## config.mk

```make
export PLATFORM = sky130hd
export DESIGN_NAME = sdpb_fifo_ctrl
export DESIGN_NICKNAME = d
export VERILOG_FILES = /design/src/rtl/sdpb_fifo_ctrl.sv
export SDC_FILE = /design/constraint.sdc
export NUM_CORES = 1
export LEC_CHECK = 0
export ABC_AREA = 1
export ABC_CLOCK_PERIOD_IN_PS = 7800
export CORE_UTILIZATION = 50
export DETAILED_ROUTE_END_ITERATION = 8
export GPL_TIMING_DRIVEN = 1
export PLACE_DENSITY = 0.77
export SETUP_SLACK_MARGIN = 0.1
export SLEW_MARGIN = 20
export SYNTH_ARGS = -nofsm -noshare
export SYNTH_HDL_FRONTEND = slang
export SYNTH_SLANG_ARGS = --single-unit
```

## constraint.sdc

```tcl
create_clock -name clk -period 7.8 [get_ports clk]
set_input_delay 1.95 -clock clk [delete_from_list [all_inputs] [get_ports clk]]
set_output_delay 1.95 -clock clk [all_outputs]
set_load 0.02 [all_outputs]
```

## src/rtl/sdpb_fifo_ctrl.sv

```systemverilog
// sdpb_fifo_ctrl: byte-in / word-out FIFO controller for a simple dual-port
// block RAM with a 512x8 write view and a 128x32 read view (bypass mode,
// one-cycle read latency). Bytes are packed little-endian into 32-bit words.
//
// A two-entry output stage (m_data plus one skid word) lets a read be issued
// in the same cycle as a pop even while the previous read is still returning.
// That keeps a steady stream at one word per clock despite the RAM latency.
//
// Optional build macro SDPB_FIFO_LEVEL_EN adds the level[9:0] and need_data
// status outputs.
module sdpb_fifo_ctrl (
    input  logic        clk,
    input  logic        reset,
    input  logic [7:0]  s_data,
    input  logic        s_valid,
    output logic        s_ready,
    output logic [31:0] m_data,
    output logic        m_valid,
    input  logic        m_ready,
    input  logic        flush,
    output logic        underrun,
    output logic        ram_cea,
    output logic        ram_ceb,
    output logic        ram_oce,
    output logic [8:0]  ram_ada,
    output logic [7:0]  ram_din,
    output logic [6:0]  ram_adb,
    input  logic [31:0] ram_dout
`ifdef SDPB_FIFO_LEVEL_EN
    ,
    output logic [9:0]  level,
    output logic        need_data
`endif
);

    logic [8:0]  wptr;
    logic [6:0]  rptr;
    logic [9:0]  bcnt;
    logic        pending;
    logic        skid_valid;
    logic [31:0] skid_data;
    logic        armed;

    logic        wr;
    logic        pop;
    logic        issue;
    logic        advance;
    logic        out_load;
    logic        skid_load;
    logic [1:0]  committed;
    logic [9:0]  reserved;
    logic        room_ok;
    logic        avail_ok;

    // Handshakes, read-issue decision and RAM port drive.
    always_comb begin
        s_ready   = !bcnt[9] && !flush && !reset;
        wr        = s_valid && s_ready;
        pop       = m_valid && m_ready;

        // Words already taken out of the RAM and not yet popped: the one in
        // m_data, the one in the skid slot and the one still returning.
        committed = {1'b0, m_valid} + {1'b0, skid_valid} + {1'b0, pending};
        reserved  = {6'd0, committed, 2'b00};
        room_ok   = (committed - {1'b0, pop}) < 2'd2;
        avail_ok  = bcnt >= (reserved + 10'd4);
        issue     = room_ok && avail_ok && !flush && !reset;

        // The output register advances when it is empty or being popped.
        advance   = pop || !m_valid;
        out_load  = advance && (skid_valid || pending) && !flush && !reset;
        skid_load = pending && (!advance || skid_valid) && !flush && !reset;

        ram_cea   = wr;
        ram_ada   = wptr;
        ram_din   = s_data;
        ram_ceb   = issue;
        ram_adb   = rptr;
        ram_oce   = 1'b1;

        underrun  = armed && m_ready && !m_valid && !flush && !reset;
    end

    // Control state: pointers, byte count, output-stage occupancy, underrun arm.
    always_ff @(posedge clk) begin
        if (reset) begin
            wptr       <= '0;
            rptr       <= '0;
            bcnt       <= '0;
            pending    <= 1'b0;
            m_valid    <= 1'b0;
            skid_valid <= 1'b0;
            armed      <= 1'b0;
        end else if (flush) begin
            wptr       <= '0;
            rptr       <= '0;
            bcnt       <= '0;
            pending    <= 1'b0;
            m_valid    <= 1'b0;
            skid_valid <= 1'b0;
            armed      <= 1'b0;
        end else begin
            if (wr) begin
                wptr <= wptr + 9'd1;
            end
            if (issue) begin
                rptr <= rptr + 7'd1;
            end
            pending <= issue;
            bcnt    <= bcnt + {9'd0, wr} - (pop ? 10'd4 : 10'd0);
            if (pop) begin
                armed <= 1'b1;
            end
            if (advance) begin
                m_valid    <= skid_valid || pending;
                skid_valid <= skid_valid && pending;
            end else begin
                skid_valid <= skid_valid || pending;
            end
        end
    end

    // Output word: the skid word is older than the returning RAM word.
    always_ff @(posedge clk) begin
        if (reset) begin
            m_data <= '0;
        end else if (out_load) begin
            m_data <= skid_valid ? skid_data : ram_dout;
        end
    end

    // Skid word: parks returning RAM data while m_data is still held.
    always_ff @(posedge clk) begin
        if (skid_load) begin
            skid_data <= ram_dout;
        end
    end

`ifdef SDPB_FIFO_LEVEL_EN
    assign level     = bcnt;
    assign need_data = bcnt <= 10'd256;
`endif

endmodule

```

Word-level counts from Yosys, hierarchy flattened
Index checks and enable logic that the tools add are counted.
Word-level totals
  bits in registers: 94
  input bits: 45
Operators by class
  add/sub/neg operators: 8
  magnitude comparators: 2
  multiplexer cells: 3
  reduce and logical (&&, ||, !) cells: 27
Operators by type and width (number)
  2-to-1 mux 32 bit: 1
  logical AND 1 bit: 18
  adder 10 x 1 -> 10 bit: 1
  greater-or-equal comparator 10 x 5 -> 1 bit: 1
  subtractor 10 x 3 -> 10 bit: 1
  adder 9 x 1 -> 9 bit, second input constant: 1
  adder 7 x 1 -> 7 bit, second input constant: 1
  adder 4 x 3 -> 5 bit, second input constant: 1
  logical NOT 1 bit: 5
  logical OR 1 bit: 3
  2-to-1 mux 3 bit: 1
  adder 1 x 1 -> 2 bit: 1
  adder 2 x 1 -> 2 bit: 1
  less-than comparator 2 bit, second input constant: 1
  OR reduction 2 bit: 1
  subtractor 2 x 1 -> 2 bit: 1
  2-to-1 mux 1 bit: 1

Longest topological paths before layout
Gate-level depths: netlist of the first run.
  depth in word-level cells: 7
  gate-level depth with buffers: 18
  depth with buffers taken out: 16

Worst setup path after synthesis of the first run
No wires, ideal clock.
  kind: input-to-reg
  from: in reset
  to: reg skid_data[0], enable pin
  library setup time: 0.470 ns
  arrival time: 4.823 ns
  required time: 7.330 ns
  slack: 2.507 ns
  cell stages on the path: 5
  buffers on the path: 2
  path through: buf_6 nor2_8 buf_6 inv_1 a211oi_1
Between the ends
  cells in the longest elaborated chain, start to end: 2
RTL lines
  start: declaration: line 13  | input logic reset,
  logical NOT 1 bit: line 72  | skid_load = pending && (!advance || skid_valid) && !flush && !reset;
  logical AND 1 bit: line 72
  named net skid_load: line 49  | logic skid_load;
  end signal: assignment: line 135  | skid_data <= ram_dout;
  end: declaration: line 41  | logic [31:0] skid_data;
The timed path passes the listed nets, and every way through them passes these cells.
A chain may end at the register's enable or synchronous reset.

Worst setup path in the final report of the first run
  from: in reset
  to: out underrun
Between the ends
  cells in the longest elaborated chain, start to end: 2
RTL lines
  logical NOT 1 bit: line 81  | underrun = armed && m_ready && !m_valid && !flush && !reset;
  logical AND 1 bit: line 81
  end: declaration: line 21  | output logic underrun,
No other way between the ends.

==> out/results.txt, run 1 <==
outcome: complete, no violations
ANT cells: 0
switching pwr: 406 uW
vias: 3,544
final hold violations: 0
Yosys warnings: 0
Slew Viols, Final: 0
Die Height: 96.7 um
# DRC: 0
nets@finish: 657
Pleak: 0.00215 uW
area of the die: 0.00934 mm^2
kind of critical path: in -> out
wire length per cell: 13.1 um
area grow syn2layout: 23.5%
worst hold path class: reg -> reg
Net Sw Frac: 0.337
CTS resizes: 0
largest net degree at the start of global routing: 65
pwr dens: 218 mW/mm^2
flop and latch count out of synthesis: 94
synthesized area: 0.00448 mm^2
Final Wtd Congestion: 0.823
Distinct cells, synth: 32
post-route clock period utilization: 0.765
Logic pwr share: 0.283
initial core utilization: 0.516
Root Buffer: clkbuf_8
final setup fails: 0
Rows: 34
Core Area: 0.00868 mm^2
via density per instance: 5.04
CTS H-tree depth: 3
Detailed Routing Iterations Pass 1: 4
Tot Pwr: 1200 uW
Post-CTS Hold Buffers: 0
final wirelength: 9.22 mm
crit path capture type: output pin
Reg2Reg Capture Point: ram_adb[6]
R2R depth: 15
RSZ-0062 raised after global routing: no
CP max stage delay: 690 ps
Die W: 96.7 um
Min Clock Period, post-route: 5970 ps
share of cells above drive strength 1: 0.0756
Max Cap Violations: 0
sequential area share after synthesis: 0.491
R2R Path Start: skid_valid
Num CTS Buffers: 9
CTS tree: done
antenna violation net count after detailed routing: 0
worst hold stages: 2
Mapped Cells: 516
VDD IR max: 117 uV
port buffer count: 89
Critical Path Source Type: primary input
Int Power: 798 uW
overall overflow remaining after global route: 0
Clock Tree Buf Depth: 2
initial antenna violation count: 0
syn nets: 583
clock tree sinks: 94
EDFF count, synth: 32
Final TNS setup: 0 ps
CP max-delay cell: buf_2
post-synthesis area per instance: 8.68 um^2
Clock Power Share: 0.261
Clock transition at path regs: 100 ps
R2R setup slack: 4630 ps
postcts setup bufs: 0
CP required: 5850 ps
vias in the first global route: 3,493
Worst Hold Launch: m_data[22]
Flop pwr share: 0.456
Clk Latency, worst-skew pair: 360 ps
Highest Clock Rate: 168 MHz
Critical Path AT: 4020 ps
Worst Skew: 11.4 ps
max_slew headroom: 0.379
WHS Endpoint: m_data[22]
DP Wirelength: 6.34 mm
first-pass GRT wire length: 15.6 mm
total track usage: 0.204
worst slew pin tran: 932 ps
Setup WS pre-CTS: 1850 ps
Async SR Flop Fraction: 0
setup ws final: 1830 ps
worst-path maximum fanout: 33
Top Ports: 107
initial DRC count: 105
worst path cell trace: buf_2 > nor2_8 > inv_1 > nor2_1 > clkdlybuf4s50_1
Main synth FF type: dfxtp_1
==> worst max-delay path, delay by kind of cell <==
family	cells	cell delay, ps
buf+inv	3	1760
simple gates	2	300
==> cell type report <==
cell class                      count  area, um^2
Tap cell                          108         135
Timing Repair Buffer               92         908
Clock buffer                       10         138
Inverter                           48         180
Multi-Input combinational cell    345        1920
Sequential cell                    94        2200
Fill cell                         761        3150
Clock inverter                      6        52.6
==> placed cells by master, fill, tap and decap left out, drive strengths merged <==
cell	instances
nand2	153
clkdlybuf4s50	88
dfxtp	62
a21oi	57
inv	51
a21o	32
edfxtp	32
nor2	30
ha	21
nand3	19
o21ai	13
clkbuf	10
nor3	5
xor2	5
buf	4
nand3b	3
clkinv	3
o21a	2
a211oi	1
o21bai	1
nand4	1
fa	1
conb	1
==> kinds of logic (layout without fill, tap and decap cells) <==
group,count (synthesis),count (layout),share of synthesized area
other,1,1,0.000837
adders and majority gates,22,22,0.0631
and+or+nand+nor,211,211,0.199
xor gates and xnor gates,5,5,0.00977
buffers and inverters,77,156,0.0835
DFF,94,94,0.491
AOI/OAI and AO/OA,106,106,0.153
==> synth_stat cells (8+ instances only) <==
cell type | n | share of area
a21oi_1 | 40 | 0.045
o21ai_0 | 12 | 0.013
a21oi_2 | 17 | 0.033
nand3_1 | 17 | 0.019
buf_4 | 11 | 0.018
inv_1 | 46 | 0.039
nand2_1 | 152 | 0.13
edfxtp_1 | 32 | 0.21
a21o_1 | 32 | 0.054
dfxtp_1 | 62 | 0.28
nor2_1 | 27 | 0.023
clkbuf_1 | 8 | 0.0067
ha_1 | 21 | 0.059
==> sequential cells by signal (all words and copies together), names as in the netlist <==
signal,flops
armed,1
bcnt,10
m_data,32
m_valid,1
pending,1
ram_ada,9
ram_adb,7
skid_data,32
skid_valid,1
==> worst max path at each step <==
stage | start | to | slack, ps | cells after the start
4_1_cts | reset | underrun | 1840 | 5
2_1_floorplan | reset | skid_data[0] | 2510 | 5
5_1_grt | skid_valid | ram_ceb | 1630 | 17
3_3_place_gp | reset | underrun | 1880 | 5
6_report | reset | underrun | 1830 | 5
3_5_place_dp | reset | underrun | 1850 | 5
==> power by group through the flow <==
stage | clock, uW | sequential (uW) | combinational (uW)
2_1_floorplan | 0 | 575 | 228
3_3_place_gp | 0 | 560 | 327
3_5_place_dp | 0 | 561 | 342
4_1_cts | 320 | 549 | 342
5_1_grt | 339 | 553 | 381
6_report | 314 | 549 | 341
==> routing by layer <==
| metal | vias to the layer above | GRT usage | wire length [um] |
|---|---|---|---|
| met5 | - | 0 | 0 |
| met2 | 82 | 0.358 | 4640 |
| met1 | 1632 | 0.243 | 4040 |
| met3 | 16 | 0.0332 | 379 |
| met4 | 0 | 0.0953 | 161 |
| li1 | 1814 | - | - |
==> metrics by stage <==
stage	cells	area, um^2	utilization	hold WS (ps)
2_1_floorplan	516	4480	-	442
3_3_place_gp	687	5340	0.616	459
3_5_place_dp	687	5340	0.616	460
4_1_cts	703	5530	0.638	475
5_1_grt	703	5530	0.638	498
6_report	703	5530	0.638	471
Power figures use the tool's default switching activity.
==> inputs of run 2 (changes only) <==
- ABC_CLOCK_PERIOD_IN_PS: 7800 -> 4800
- CORE_UTILIZATION: 50 -> 45
- PLACE_DENSITY: 0.77 -> 0.73
- clock period: 7.8 -> 4.8 ns (I/O delays scaled with it)
==> out/results.txt, run 2 (same netlist as run 1, synthesis figures left out) <==
outcome: complete, no violations
worst hold stages: 2 (unchanged)
vias: 3,604 (+1.7%)
Largest regs: m_data x32, skid_data x32, bcnt x10
Top Ports: 107 (unchanged)
final hold violations: 0 (unchanged)
Rows: 36 (+5.9%)
Worst Hold Launch: m_data[26]
R2R depth: 13 (-2)
Die Height: 102 um (+5.3%)
Setup crit start: m_valid
Clock Tree Buf Depth: 2 (unchanged)
crit path capture type: output pin
overall overflow remaining after global route: 0 (unchanged)
commonest non-fill, non-tap cell in the layout: nand2_1
Critical Path Source Type: flop
final setup fails: 0 (unchanged)
total track usage: 0.199 (-0.00475)
Worst Skew: 9.48 ps (-1.94 ps)
Setup WS pre-CTS: 508 ps (-1350 ps)
post-route clock period utilization: 0.869
Post-CTS Hold Buffers: 0 (unchanged)
R2R Path Start: m_valid
DP Wirelength: 6.65 mm (+4.9%)
Pleak: 0.00218 uW (+1.1%)
setup ws final: 630 ps (-1200 ps)
kind of critical path: reg -> out
final wirelength: 9.68 mm (+5.0%)
worst slew pin tran: 736 ps (-196 ps)
Root Buffer: clkbuf_8
M1 wire length: 4.50 mm (+11%)
CTS tree: done
Slew Viols, Final: 0 (unchanged)
Clock transition at path regs: 90 ps (about the same)
antenna violation net count after detailed routing: 0 (unchanged)
area grow syn2layout: 24.4%
max_slew headroom: 0.509 (+0.131)
RSZ-0062 raised after global routing: no
CTS resizes: 0 (unchanged)
Die W: 102 um (+5.3%)
Top Metal Used: met4
Critical Path AT: 2970 ps (-1050 ps)
via density per instance: 4.93 (-2.2%)
Highest Clock Rate: 240 MHz
Core Area: 0.00973 mm^2 (+12%)
port buffer count: 89 (unchanged)
initial DRC count: 97 (-7.6%)
Clk Latency, worst-skew pair: 350 ps (about the same)
CTS H-tree depth: 3 (unchanged)
first-pass GRT wire length: 16.0 mm (+2.7%)
worst hold path class: reg -> reg
worst-path maximum fanout: 10 (-70%)
initial antenna violation count: 0 (unchanged)
VDD IR max: 157 uV (+34%)
clock tree sinks: 94 (unchanged)
Util after Layout: 0.573 (-0.0645)
Final Wtd Congestion: 0.902 (+9.7%)
postcts setup bufs: 0 (unchanged)
Num CTS Buffers: 9 (unchanged)
vias in the first global route: 3,510 (+0.49%)
area of the die: 0.0104 mm^2 (+11%)
most frequent cells in the layout: nand2_1, clkdlybuf4s50_1, dfxtp_1
Final TNS setup: 0 ps (unchanged)
share of cells above drive strength 1: 0.0769 (+0.00129)
pwr dens: 347 mW/mm^2 (+60%)
largest net degree at the start of global routing: 65 (unchanged)
Detailed Routing Iterations Pass 1: 4 (unchanged)
Met3 Wirelength: 426 um (+12%)
Max Cap Violations: 0 (unchanged)
initial core utilization: 0.461 (-0.0558)
nets@finish: 660 (+0.46%)
routed length on met2: 4.61 mm (-0.58%)
Min Clock Period, post-route: 4170 ps
ANT cells: 0 (unchanged)
CP required: 3600 ps (-2250 ps)
# DRC: 0 (unchanged)
wire length per cell: 13.2 um (+0.98%)
[run 2: area by class of cell]
type / count / area [um^2]
clock inverters: 5 / 35.0
well taps: 133 / 166
flip-flops and latches: 94 / 2200
multi-input cells: 345 / 1920
inverters: 48 / 180
fillers: 918 / 4150
clock buffers: 11 / 141
repair buffers: 95 / 933
[run 2: path summary, 6_finish.rpt]
check | to | slack [ps]
max reg2reg | ram_adb[2] | 2210
min | m_data[26] | 470
max | ram_ceb | 630
min reg2reg | m_data[26] | 470
[run 2: routing by layer]
metal | track usage | vias up
met5 | 0 | -
met4 | 0.0903 | 0
li1 | - | 1823
met3 | 0.0380 | 15
met1 | 0.249 | 1691
met2 | 0.333 | 75
[run 2: through the flow]
stage / hold WS, ps / power (uW) / cells / instance area (um^2)
final: 468 / 1940 / 731 / 5580
after global routing: 488 / 2060 / 731 / 5580
after CTS: 470 / 1950 / 731 / 5570
after detailed placement: 455 / 1470 / 715 / 5400
after global placement: 453 / 1440 / 715 / 5400
after floorplan: 442 / 1310 / 516 / 4480
[run 2: worst max-delay path, stage by stage (launching register included)]
cell and delay [ps]:
dfxtp_1 360, inv_1 90, fa_1 560, inv_1 70
ha_1 270, inv_1 40, ha_1 280, nand2_1 70
nor2_1 130, a21oi_1 80, nand2_1 180, nand2_2 170
inv_2 90, dlymetal6s2s_1 220
[run 2: power by group]
group          switching (uW)  internal, uW
Combinational             343           222
Clock                     277           204
Sequential               26.7           864
Total                     647          1290
